==> src/rtl/load_store_unit.sv <==
// Load/store sequencer between the execute stage and the 16-word data memory.
// Accepts one LDR/STR/LDM/STM request, moves one word per cycle, returns
// loaded words to the register file and reports the updated base address.
//
// state | meaning
// IDLE  | ready for a request
// XFER  | one word transfer per cycle, lowest register first
// DONE  | one-cycle completion, base writeback
module load_store_unit #(
  parameter int ADDR_W = 4,
  parameter int DATA_W = 32
) (
  input  logic              clk,
  input  logic              rst,
  input  logic              req_valid,
  output logic              req_ready,
  input  logic              req_load,
  input  logic [ADDR_W-1:0] req_base,
  input  logic [15:0]       req_reglist,
  input  logic              req_up,
  input  logic              req_wb,
  input  logic [3:0]        req_rn,
  output logic [3:0]        rf_rd_addr,
  input  logic [DATA_W-1:0] rf_rd_data,
  output logic [ADDR_W-1:0] mem_addr,
  output logic [DATA_W-1:0] mem_wdata,
  output logic              mem_ldr_str_en,
  output logic              mem_load_en,
  output logic              mem_store_en,
  input  logic [DATA_W-1:0] mem_rdata,
  output logic              rf_we,
  output logic [3:0]        rf_wa,
  output logic [DATA_W-1:0] rf_wd,
  output logic              base_we,
  output logic [ADDR_W-1:0] base_wdata,
  output logic              done,
  output logic              busy
);

  typedef enum logic [1:0] {IDLE, XFER, DONE} state_t;

  state_t              state_q, state_d;
  logic [15:0]         mask_q, mask_d;
  logic [ADDR_W-1:0]   addr_q, addr_d;
  logic [ADDR_W-1:0]   final_q;
  logic                load_q, wb_q, rn_hit_q;
  logic                ld_valid_q;
  logic [3:0]          ld_wa_q;
  logic [DATA_W-1:0]   ld_data_q;

  logic [4:0]          cnt;
  logic [ADDR_W-1:0]   cnt_a, start_addr, final_addr;
  logic [3:0]          cur_reg;
  logic                accept;

  // Number of registers in the incoming mask.
  always_comb begin
    cnt = '0;
    for (int i = 0; i < 16; i++) cnt = cnt + 5'(req_reglist[i]);
  end

  // Block spans [start_addr, start_addr+count); all arithmetic wraps mod 2^ADDR_W.
  assign cnt_a      = ADDR_W'(cnt);
  assign start_addr = req_up ? req_base : req_base - cnt_a + ADDR_W'(1);
  assign final_addr = req_up ? req_base + cnt_a : req_base - cnt_a;
  assign accept     = req_valid && (state_q == IDLE);

  // Lowest pending register index.
  always_comb begin
    cur_reg = '0;
    for (int i = 15; i >= 0; i--) if (mask_q[i]) cur_reg = 4'(i);
  end

  // Next state, transfer bookkeeping and strobes.
  always_comb begin
    state_d        = state_q;
    mask_d         = mask_q;
    addr_d         = addr_q;
    req_ready      = 1'b0;
    busy           = 1'b0;
    done           = 1'b0;
    mem_ldr_str_en = 1'b0;
    mem_load_en    = 1'b0;
    mem_store_en   = 1'b0;
    mem_addr       = '0;
    mem_wdata      = '0;
    rf_rd_addr     = '0;
    base_we        = 1'b0;
    base_wdata     = '0;
    case (state_q)
      IDLE: begin
        req_ready = 1'b1;
        if (req_valid) begin
          mask_d  = req_reglist;
          addr_d  = start_addr;
          state_d = (cnt == 5'd0) ? DONE : XFER;
        end
      end
      XFER: begin
        busy           = 1'b1;
        mem_ldr_str_en = 1'b1;
        mem_addr       = addr_q;
        if (load_q) begin
          mem_load_en = 1'b1;
        end else begin
          mem_store_en = 1'b1;
          rf_rd_addr   = cur_reg;
          mem_wdata    = rf_rd_data;
        end
        mask_d = mask_q & (mask_q - 16'd1);
        addr_d = addr_q + ADDR_W'(1);
        if (mask_d == 16'd0) state_d = DONE;
      end
      DONE: begin
        busy       = 1'b1;
        done       = 1'b1;
        // A load that overwrites the base register takes priority over writeback.
        base_we    = wb_q && !rn_hit_q;
        base_wdata = final_q;
        state_d    = IDLE;
      end
      default: state_d = IDLE;
    endcase
  end

  // State, mask and address registers.
  always_ff @(posedge clk or posedge rst) begin
    if (rst) begin
      state_q <= IDLE;
      mask_q  <= '0;
      addr_q  <= '0;
    end else begin
      state_q <= state_d;
      mask_q  <= mask_d;
      addr_q  <= addr_d;
    end
  end

  // Request fields latched on accept.
  always_ff @(posedge clk or posedge rst) begin
    if (rst) begin
      load_q   <= 1'b0;
      wb_q     <= 1'b0;
      rn_hit_q <= 1'b0;
      final_q  <= '0;
    end else if (accept) begin
      load_q   <= req_load;
      wb_q     <= req_wb;
      rn_hit_q <= req_load && req_reglist[req_rn];
      final_q  <= final_addr;
    end
  end

  // Loaded word is registered and written back to the RF the following cycle.
  always_ff @(posedge clk or posedge rst) begin
    if (rst) begin
      ld_valid_q <= 1'b0;
      ld_wa_q    <= '0;
      ld_data_q  <= '0;
    end else if (state_q == XFER && load_q) begin
      ld_valid_q <= 1'b1;
      ld_wa_q    <= cur_reg;
      ld_data_q  <= mem_rdata;
    end else begin
      ld_valid_q <= 1'b0;
      ld_wa_q    <= '0;
      ld_data_q  <= '0;
    end
  end

  assign rf_we = ld_valid_q;
  assign rf_wa = ld_wa_q;
  assign rf_wd = ld_data_q;

endmodule
==> config.mk <==
export PLATFORM = sky130hd
export DESIGN_NAME = load_store_unit
export DESIGN_NICKNAME = d
export VERILOG_FILES = /design/src/rtl/load_store_unit.sv
export SDC_FILE = /design/constraint.sdc
export NUM_CORES = 1
export LEC_CHECK = 0
export BUFFER_PORTS_ARGS = -buffer_cell sky130_fd_sc_hd__buf_2
export CAP_MARGIN = 40
export CORE_ASPECT_RATIO = 1.5
export CORE_MARGIN = 3
export CORE_UTILIZATION = 44
export DETAILED_ROUTE_END_ITERATION = 16
export MAX_ROUTING_LAYER = met4
export PLACE_DENSITY = 0.83
export SETUP_SLACK_MARGIN = 0.5
export SLEW_MARGIN = 30
export SYNTH_ARGS = -nofsm -noshare
export SYNTH_HDL_FRONTEND = slang
export SYNTH_SLANG_ARGS = --single-unit
==> constraint.sdc <==
create_clock -name clk -period 1.9 [get_ports clk]
set_input_delay 0 -clock clk [delete_from_list [all_inputs] [get_ports clk]]
set_output_delay 0 -clock clk [all_outputs]
set_load 0.02 [all_outputs]
==> results.cfg <==
[detailed_routing]
vias = 5521
ant_nets = 0
wl_per_cell_um = 24.1
dr.pass1.iters = 5
drc = 0
routed_wl_um = 21900
drt_iter0_drc = 540
via_per_inst = 6.08

[floorplanning]
die_w_um = 85.9
start_util_pct = 45.3
core_mm2 = 0.00931
io_pins = 182
fp.dieH_um = 126
rows = 43
dieArea_mm2 = 0.0108

[outcome]
status = finished, violations left
violations = negative setup slack

[clock_network]
cts.sinks = 66
htree_levels = 3
clk_latency_ns = 0.35
cts_made_buffers = 9
tritoncts = done
cts.path.max_buffers = 2
cts_root_buffer = clkbuf_16
clk_pin_slew_ns = 0.07

[synthesis]
syn_nets = 576
syn-mean-instance-area_um2 = 9.31
synth_area_leaders = dfrtp_1, and2_1, fa_1
yosysTopAreaCellShare_pct = 39.2
synth_edf_count = 0
ys_ff_latch = 66
yosysMostFrequentCell = dfrtp_1
async_reset_ff_share_pct = 100
syn-cell-area_mm2 = 0.00422
synth-main-ff-cell = dfrtp_1
ys_warn_count = 0
synth.distinct_cells = 49
synth_seq_area_share_pct = 39.2
synth.largest_area_cell = dfrtp_1
synth_common_cells = dfrtp_1, inv_1, and2_1
synth_cells = 453

[worst_setup_path]
cp-end-kind = register
reg2reg_to = state_q[1]
reg2reg_depth = 7
crit_required_ns = 2.19
startpoint = req_reglist[11]
crit_fanout = 4
cp-start-kind = primary input
rrSetupSlack_ns = -0.53
critPathKind = primary input to register
rr_startpoint = mask_q[0]
cp.arrival_ns = 4.51

[timing]
finalWorstSetupSlack_ns = -2.32
slew_headroom_pct = 72.6
rsz0062_at_grt = true
fmax_mhz = 237
drv_slew = 0
finalCriticalPeriod_ns = 4.22
worst_hold_slack_ns = 0.0311
skew_ns = 0.0155
finalSetupViolations = 17
worst_pin_slew_ns = 0.408
timing.final.crit_share_pct = 222
hold_viol_final = 0

[pwr]
power.share.combinational_pct = 74.0
p_sw_share_pct = 44.2
fin_total_pwr_mw = 15.9
p_int_mw = 8.86
p_switching_mw = 7.03
p_seq_share_pct = 14.1
clockPowerShare_pct = 11.9
vdd_drop_max_mv = 1.84
power_density_mw_per_mm2 = 1910
p_leak_nw = 4.17

[min_path]
hold_path.class = primary input to register
min-delay-start = req_reglist[7]
min_to = mask_q[7]
whs_path_depth = 4

[grt]
grt_pass1_wl_um = 27000
grt_max_degree = 35
first_global_vias = 5262
antenna_found_initial = 1
grtUsageTotal_pct = 32.8
grt_overflow = 0

[final_layout]
fillers = 345
fin_cells = 908
nNetsFinal = 913
final_area_mm2 = 0.00832
area_delta_synth_final_pct = 97.4
drive_gt1_share_pct = 63.1

[place]
routabilityCongestion = 0.880
portBuffers = 181
post-dp-hpwl_um = 10100
pre_cts_ws_ns = -2.71
placed_area_mm2 = 0.00586
place_inst = 782

[run]
drv_cap = 0
[repair_timing]
action,4_1_cts,5_1_grt
pin swaps,81,56
setup endpoints to repair,80,82
hold buffers,36,0
gates cloned,6,1
gates resized for setup,234,111
buffers inserted,44,21
hold endpoints to repair,68,0
[per-layer routing]
layer	GRT usage [%]	up-vias	wire length, um
met3	5.17	161	1740
li1	-	2240	-
met4	16.4	0	1800
met5	-	-	0
met2	57.4	459	11200
met1	35.3	2661	7190
[layout make-up]
class	instances	area (um^2)	share of cell area [%]
repair inverters	4	33.8	0.406
clock buffers	12	246	2.96
multi-input cells	317	3050	36.6
well taps	112	140	1.68
flip-flops and latches	66	1660	19.9
diodes	1	2.50	0.0301
repair buffers	349	2920	35.1
inverters	43	199	2.39
clock inverters	4	73.8	0.887
[how the worst max path moves through the flow]
stage                            to  slack, ns
after floorplan           addr_q[3]      -2.39
after global placement    addr_q[3]      -2.63
after detailed placement  addr_q[3]      -2.71
after CTS                 addr_q[3]      -2.31
after global routing      addr_q[2]      -2.41
final                     addr_q[2]      -2.32
[state kept, by name (all words and copies together), names as in the netlist]
name	flops
rf_wd	32
final_q	4
mask_q	16
state_q	2
wb_q	1
load_q	1
rf_wa	4
rn_hit_q	1
addr_q	4
rf_we	1
[cell families after synthesis]
| family | share of synthesized area, % |
|---|---|
| xor+xnor | 1.87 |
| compound gates | 16.1 |
| fa+ha+maj | 10.7 |
| buf+inv | 6.71 |
| flops | 39.2 |
| simple gates | 22.2 |
| mux | 3.15 |
[cells in the final DEF, fill, tap and decap left out, drive strengths merged, types with 5 or more instances in the layout]
master       synthesis  layout
nor2b                8       8
dfrtp               66      66
a2bb2oi              9       9
clkinvlp             0       5
nor2                22      22
mux4                 5       5
xnor2                5       5
a21o                 5       5
dlygate4sd3          0      36
nand3                9       9
a21oi               25      25
nand2               36      36
inv                 43      42
clkbuf              25      12
buf                  3     313
ha                  17      17
and3                33      33
and2                41      42
o21ai               28      28
o22ai                9       9
fa                  12      12
[per-stage QoR]
| stage | util (%) | TNS (ns) |
|---|---|---|
| 2_1_floorplan | - | -17.33 |
| 3_5_place_dp | 63.0 | -21.55 |
| 6_report | 89.4 | -18.38 |
| 5_1_grt | 89.4 | -19.44 |
| 4_1_cts | 82.6 | -17.68 |
| 3_3_place_gp | 63.0 | -20.94 |
[critical path: stages]
cell       delay [ns]
buf_8            0.10
fa_1             0.54
inv_1            0.05
fa_1             0.51
fa_1             0.45
fa_1             0.51
inv_2            0.05
ha_4             0.16
fa_2             0.49
fa_2             0.58
buf_6            0.12
inv_4            0.03
ha_4             0.15
xor2_1           0.15
o2111ai_1        0.22
o21ai_1          0.12
o21ai_1          0.14
o21a_1           0.13
[power by group through the flow]
stage	Combinational (mW)	Sequential, mW	Clock (mW)
after floorplan	4.80	2.24	0
after global placement	6.73	2.13	0
after detailed placement	6.98	2.15	0
after CTS	9.47	2.12	1.81
after global routing	12.3	2.27	1.93
final	11.7	2.24	1.89
(Power assumes the default switching activity.)
